`src/rtl/c432_seq_pkg.sv`:
```
// Shared types and default constants for the c432 vector sequencer.
// Holds the sequencer state enumeration and the default MISR polynomial and seed.
package c432_seq_pkg;

    typedef enum logic [2:0] {
        IDLE    = 3'd0,
        FETCH   = 3'd1,
        APPLY   = 3'd2,
        SETTLE  = 3'd3,
        CAPTURE = 3'd4,
        DONE    = 3'd5
    } seq_state_e;

    localparam logic [15:0] DEF_SIG_POLY = 16'h1021;
    localparam logic [15:0] DEF_SIG_SEED = 16'hFFFF;

endpackage

```
`src/rtl/seq_misr.sv`:
```
// Multiple-input signature register: Galois-style shift with polynomial feedback.
// load restarts from SEED; enable folds one data word into the running signature.
import c432_seq_pkg::*;

module seq_misr #(
    parameter int                 WIDTH = 16,
    parameter logic [WIDTH-1:0]   POLY  = WIDTH'(DEF_SIG_POLY),
    parameter logic [WIDTH-1:0]   SEED  = WIDTH'(DEF_SIG_SEED)
) (
    input  logic             clk,
    input  logic             rst_n,
    input  logic             load,
    input  logic             enable,
    input  logic [WIDTH-1:0] data,
    output logic [WIDTH-1:0] signature
);

    logic [WIDTH-1:0] sig_q;
    logic [WIDTH-1:0] sig_next;

    always_comb begin
        sig_next = {sig_q[WIDTH-2:0], 1'b0} ^ (sig_q[WIDTH-1] ? POLY : '0) ^ data;
    end

    always_ff @(posedge clk or negedge rst_n) begin
        if (!rst_n) begin
            sig_q <= SEED;
        end else if (load) begin
            sig_q <= SEED;
        end else if (enable) begin
            sig_q <= sig_next;
        end
    end

    assign signature = sig_q;

endmodule

```
`src/rtl/c432_vector_sequencer.sv`:
```
// Fetches vectors from memory, applies them to the CUT, waits, captures and signs the outputs.
// Optional golden-response comparison is compiled in with `define SEQ_GOLDEN_CMP_EN.
import c432_seq_pkg::*;

module c432_vector_sequencer #(
    parameter int                    VEC_WIDTH    = 36,
    parameter int                    OUT_WIDTH    = 7,
    parameter int                    ADDR_WIDTH   = 16,
    parameter int                    SETTLE_WIDTH = 8,
    parameter int                    SIG_WIDTH    = 16,
    parameter logic [SIG_WIDTH-1:0]  SIG_POLY     = SIG_WIDTH'(DEF_SIG_POLY),
    parameter logic [SIG_WIDTH-1:0]  SIG_SEED     = SIG_WIDTH'(DEF_SIG_SEED)
) (
    input  logic                    clk,
    input  logic                    rst_n,
    input  logic                    start,
    input  logic                    abort,
    input  logic [ADDR_WIDTH-1:0]   vec_count,
    input  logic [SETTLE_WIDTH-1:0] settle_cycles,
    output logic                    mem_rd_en,
    output logic [ADDR_WIDTH-1:0]   mem_addr,
    input  logic [VEC_WIDTH-1:0]    mem_rdata,
    output logic [VEC_WIDTH-1:0]    cut_in,
    input  logic [OUT_WIDTH-1:0]    cut_out,
    output logic                    cap_valid,
    output logic [OUT_WIDTH-1:0]    cap_data,
    output logic [ADDR_WIDTH-1:0]   cap_idx,
    output logic                    busy,
    output logic                    done,
    output logic [SIG_WIDTH-1:0]    signature
`ifdef SEQ_GOLDEN_CMP_EN
    ,
    input  logic [OUT_WIDTH-1:0]    gold_rdata,
    output logic [ADDR_WIDTH-1:0]   mismatch_cnt,
    output logic                    fail_seen,
    output logic [ADDR_WIDTH-1:0]   first_fail_idx
`endif
);

    localparam logic [2:0] ST_IDLE    = IDLE;
    localparam logic [2:0] ST_FETCH   = FETCH;
    localparam logic [2:0] ST_APPLY   = APPLY;
    localparam logic [2:0] ST_SETTLE  = SETTLE;
    localparam logic [2:0] ST_CAPTURE = CAPTURE;
    localparam logic [2:0] ST_DONE    = DONE;

    logic [2:0]              state;
    logic [ADDR_WIDTH-1:0]   idx;
    logic [ADDR_WIDTH-1:0]   vec_count_q;
    logic [SETTLE_WIDTH-1:0] settle_q;
    logic [SETTLE_WIDTH-1:0] settle_cnt;

    logic launch;
    logic capture_en;
    logic last_vec;

    // abort outranks every transition, including a start seen in IDLE
    assign launch     = (state == ST_IDLE) && start && !abort;
    assign capture_en = (state == ST_CAPTURE) && !abort;
    assign last_vec   = (idx == vec_count_q - ADDR_WIDTH'(1));

    always_ff @(posedge clk or negedge rst_n) begin
        if (!rst_n) begin
            state       <= ST_IDLE;
            idx         <= '0;
            vec_count_q <= '0;
            settle_q    <= '0;
            settle_cnt  <= '0;
            cut_in      <= '0;
            cap_data    <= '0;
            cap_idx     <= '0;
            cap_valid   <= 1'b0;
        end else begin
            cap_valid <= 1'b0;
            if (abort) begin
                state <= ST_IDLE;
            end else begin
                case (state)
                    ST_IDLE: begin
                        if (start) begin
                            vec_count_q <= vec_count;
                            settle_q    <= settle_cycles;
                            idx         <= '0;
                            state       <= (vec_count == '0) ? ST_DONE : ST_FETCH;
                        end
                    end
                    ST_FETCH: begin
                        state <= ST_APPLY;
                    end
                    ST_APPLY: begin
                        cut_in     <= mem_rdata;
                        settle_cnt <= settle_q;
                        state      <= (settle_q != '0) ? ST_SETTLE : ST_CAPTURE;
                    end
                    ST_SETTLE: begin
                        settle_cnt <= settle_cnt - SETTLE_WIDTH'(1);
                        if (settle_cnt == SETTLE_WIDTH'(1)) begin
                            state <= ST_CAPTURE;
                        end
                    end
                    ST_CAPTURE: begin
                        cap_data  <= cut_out;
                        cap_idx   <= idx;
                        cap_valid <= 1'b1;
                        if (last_vec) begin
                            state <= ST_DONE;
                        end else begin
                            idx   <= idx + ADDR_WIDTH'(1);
                            state <= ST_FETCH;
                        end
                    end
                    ST_DONE: begin
                        state <= ST_IDLE;
                    end
                    default: begin
                        state <= ST_IDLE;
                    end
                endcase
            end
        end
    end

    // memory returns the word one cycle after the strobe, i.e. during APPLY
    assign mem_rd_en = (state == ST_FETCH);
    assign mem_addr  = idx;
    assign busy      = (state != ST_IDLE);
    assign done      = (state == ST_DONE);

    seq_misr #(
        .WIDTH (SIG_WIDTH),
        .POLY  (SIG_POLY),
        .SEED  (SIG_SEED)
    ) u_misr (
        .clk       (clk),
        .rst_n     (rst_n),
        .load      (launch),
        .enable    (capture_en),
        .data      (SIG_WIDTH'(cut_out)),
        .signature (signature)
    );

`ifdef SEQ_GOLDEN_CMP_EN
    logic [OUT_WIDTH-1:0] gold_q;

    always_ff @(posedge clk or negedge rst_n) begin
        if (!rst_n) begin
            gold_q         <= '0;
            mismatch_cnt   <= '0;
            fail_seen      <= 1'b0;
            first_fail_idx <= '0;
        end else if (launch) begin
            gold_q         <= '0;
            mismatch_cnt   <= '0;
            fail_seen      <= 1'b0;
            first_fail_idx <= '0;
        end else if ((state == ST_APPLY) && !abort) begin
            gold_q <= gold_rdata;
        end else if (capture_en && (cut_out != gold_q)) begin
            if (mismatch_cnt != '1) begin
                mismatch_cnt <= mismatch_cnt + ADDR_WIDTH'(1);
            end
            if (!fail_seen) begin
                fail_seen      <= 1'b1;
                first_fail_idx <= idx;
            end
        end
    end
`else
    // golden comparison not built: no extra ports, no compare state
`endif

endmodule

```
`config.mk`:
```
export PLATFORM = sky130hd
export DESIGN_NAME = c432_vector_sequencer
export DESIGN_NICKNAME = d
export VERILOG_FILES = /design/src/rtl/c432_seq_pkg.sv /design/src/rtl/seq_misr.sv /design/src/rtl/c432_vector_sequencer.sv
export SDC_FILE = /design/constraint.sdc
export NUM_CORES = 1
export LEC_CHECK = 0
export BUFFER_PORTS_ARGS = -buffer_cell sky130_fd_sc_hd__buf_2
export CAP_MARGIN = 20
export CORE_MARGIN = 10
export CORE_UTILIZATION = 45
export DETAILED_ROUTE_END_ITERATION = 6
export PLACE_DENSITY = 0.7
export SLEW_MARGIN = 10
export SYNTH_ARGS = -nofsm -noshare
export SYNTH_HDL_FRONTEND = slang
export SYNTH_HIERARCHICAL = 1
export SYNTH_SLANG_ARGS = --single-unit
```
`constraint.sdc`:
```
create_clock -name clk -period 3.2 [get_ports clk]
set_input_delay 0.32 -clock clk [delete_from_list [all_inputs] [get_ports clk]]
set_output_delay 0.32 -clock clk [all_outputs]
set_load 0.1 [all_outputs]
```
==> run_results.csv <==
group,metric,value,unit
status,status,"complete, no violations",
clock_network,cts_root_buf,"clkbuf_16",
synth,ys_top_cells_by_area,"dfrtp_1 (45%), mux2_2 (11%), dfstp_2 (6.9%), nand2_1 (5.3%), xor2_1 (3.6%)",
timing,final_hold_viol_count,0,
floorplanning,dieWidth,137,um
setup_path,crit_chain,"or4_4 -> or3_1 -> a32o_1 -> o21a_1 -> and4b_4 -> or4_1 -> a21oi_1",
clock_network,clk_pin_slew,0.06,ns
pwr,switching_share,50.6,%
pwr,p_leak,3.73,nW
setup_path,crit_type,"reg2reg",
synth,synthesis.area,6140,um^2
final_layout,area_growth,26.8,%
clock_network,cts_tree,"done",
timing,timing.fmax,350,MHz
synth,synth_top_area_share,45.3,%
place,preCtsSetupSlack,0.224,ns
setup_path,arrival,3.19,ns
routing,post_drt_via_cell_ratio,5.24,
place,place_congestion,0.900,
floorplanning,rows,42,
timing,relSlewSlack,36.8,%
place,hpwl,11600,um
routing,vias,4864,
timing,finalCritPeriodShare,89.2,%
synth,yosys.area.top_type,"dfrtp_1",
final_layout,diodes,0,
routing,drc,0,
clock_network,post_cts_buffers,0,
final_layout,register_area,3200,um^2
routing,wirelength,15800,um
global_route,grt_pass1_vias,5061,
pwr,switchingPower,0.00446,W
synth,synth-main-ff-cell,"dfrtp_1",
clock_network,numCtsBuffers,17,
timing,skew,0.00610,ns
floorplanning,initial_core_util,46.2,%
routing,ant_nets,0,
floorplanning,ios,166,
setup_path,slowest_delay,0.53,ns
place,dp_cells,895,
routing,wl_per_cell,17.1,um
final_layout,fin_util,58.5,%
hold_path,holdPathStages,3,
synth,ys_types,57,
pwr,power_density,1130,nW/um^2
synth,seq_area_frac_synth,52.1,%
routing,first_iter_violations,246,
timing,fin_ws,0.346,ns
global_route,antenna_found_initial,0,
pwr,p_clk_share,22.0,%
final_layout,nNetsFinal,814,
setup_path,cp_slowest_cell,"or4_1",
global_route,overflow,0,
setup_path,critPathMaxFanout,32,
clock_network,cts_buffer_depth,2,
synth,synth_area_per_cell,10.7,um^2
pwr,internal-power,0.00436,W
global_route,track_usage,16.9,%
setup_path,required,3.54,ns
pwr,pwr-share-comb,48.7,%
final_layout,drive_above_1_share,39.2,%
synth,synthArstFlopShare,100,%
pwr,peakVddDrop,0.920,mV
global_route,use_met1,21.1,%
global_route,met3_usage,5.06,%
synth,synth_most_common_cell,"dfrtp_1",
final_layout,multiInputGateArea,2820,um^2
pwr,pwr-share-seq,29.3,%
timing,setup_tns,0,ns
global_route,busiest_layer,"met2",
clock_network,insertion_delay,0.42,ns
floorplanning,fp.dieArea,18700,um^2
floorplanning,die_y,137,um
synth,synth-edff-count,0,
clock_network,htree_levels,4,
floorplanning,core_area,13300,um^2
setup_path,end_kind,"flip-flop",
setup_path,critPathLaunchType,"flip-flop",
routing,drtPass1Iterations,4,
synth,netlist_instances,571,
timing,slew_viol_final,0,
final_layout,fillers,1151,
timing,hold_ws,0.0942,ns
timing,finalSetupViolCount,0,
setup_path,r2r_cells,7,
synth,ys_ff_latch,127,
global_route,grtUsageMet2,27.3,%
clock_network,clkSinkCount,127,
timing,rsz0062_at_grt,"false",
global_route,grt_max_degree,79,
hold_path,min_path_type,"in2reg",
synth,synthTopCellsByCount,"dfrtp_1 (111), nand2_1 (87), mux2_2 (59)",
job,cap_viol_max_count,0,
place,portBuffers,165,
timing,worst_slew_pin_slew,0.948,ns
timing,min_period,2.85,ns
global_route,grt_pass1_wl,25400,um
synth,yosysWarningCount,6,
final_layout,stdcell_count,928,
[logic make-up after synthesis]
logic type / count (synthesis) / share of synthesized area, %
multiplexers: 60 / 11.0
other: 1 / 0.0611
AO/OA/AOI/OAI: 90 / 9.83
XOR/XNOR: 36 / 5.63
buffers and inverters: 41 / 2.85
AND/OR/NAND/NOR: 212 / 17.7
flip-flops: 127 / 52.1
adder cells (fa/ha/maj): 4 / 0.816
[routing by layer]
layer | vias to the layer above | part of all wire, %
li1 | 2347 | -
met2 | 144 | 48
met4 | 0 | 1.2
met3 | 16 | 7.7
met1 | 2357 | 43
met5 | - | 0
[stage by stage]
| step | cell area, um^2 | total power (W) |
|---|---|---|
| CTS | 7780 | 0.00887 |
| detailed placement | 7170 | 0.00690 |
| finish | 7780 | 0.00881 |
| global placement | 7170 | 0.00681 |
| global route | 7780 | 0.00925 |
| floorplan | 6180 | 0.00610 |
[flip-flops by register name, summed over array words and instances (netlist names), 7 cells and up]
name,cells
vec_count_q,16
settle_cnt,8
settle_q,8
u_misr/signature,16
cut_in,36
mem_addr,16
cap_data,7
cap_idx,16
[critical path: cells and delay by family, from the launching register on]
| kind | cells | cell delay (ns) |
|---|---|---|
| DFF | 1 | 0.46 |
| AOI/OAI and AO/OA | 3 | 0.62 |
| and+or+nand+nor | 4 | 1.68 |
[path summary, 6_finish.rpt]
kind / from / slack [ns] / endpoint
max: vec_count_q[2] / 0.35 / mem_addr[12]
min: settle_cycles[5] / 0.09 / settle_q[5]
max reg2reg: vec_count_q[2] / 0.35 / mem_addr[12]
min reg2reg: cut_in[29] / 0.50 / cut_in[29]
max in group asynchronous: rst_n / 2.15 / u_misr/signature[12]
min in group asynchronous: rst_n / 0.29 / vec_count_q[6]
[power groups by stage]
stage	Sequential [W]	Clock [W]	Combinational (W)
5_1_grt	0.00266	0.00206	0.00453
3_5_place_dp	0.00259	0	0.00431
3_3_place_gp	0.00255	0	0.00426
4_1_cts	0.00258	0.00197	0.00432
6_report	0.00258	0.00194	0.00429
2_1_floorplan	0.00473	0	0.00137
[placed cells by master, fill, tap and decap left out, types with 9 or more instances in the layout]
master     instances
buf_2            164
nor4_1            12
nor2b_1           18
a211o_1           16
nor2_1            15
buf_4              9
dfstp_2           16
nand2_1           87
conb_1             9
xor2_1            25
xnor2_1            9
dfrtp_1          111
o21ai_0           18
or4_1             10
nand3_1           18
or3_1              9
mux2_2            59
clkbuf_16         17
a21oi_1           22
[final cells by class]
cell class                 instances  share of cell area [%]
clock buffer                      20                    6.00
sequential                       127                    41.1
clock inverter                    12                    1.72
inverter                           7                   0.338
timing repair buffer             175                    11.8
multi-input combinational        411                    36.2
tap                              176                    2.83
[timing repair]
action,in CTS,in global routing
endpoints found under the hold margin,9,0
resized for setup,0,1
hold buffers,1,0
endpoints found under the setup margin,0,16
Note: power is estimated with default switching activity, not from simulation.
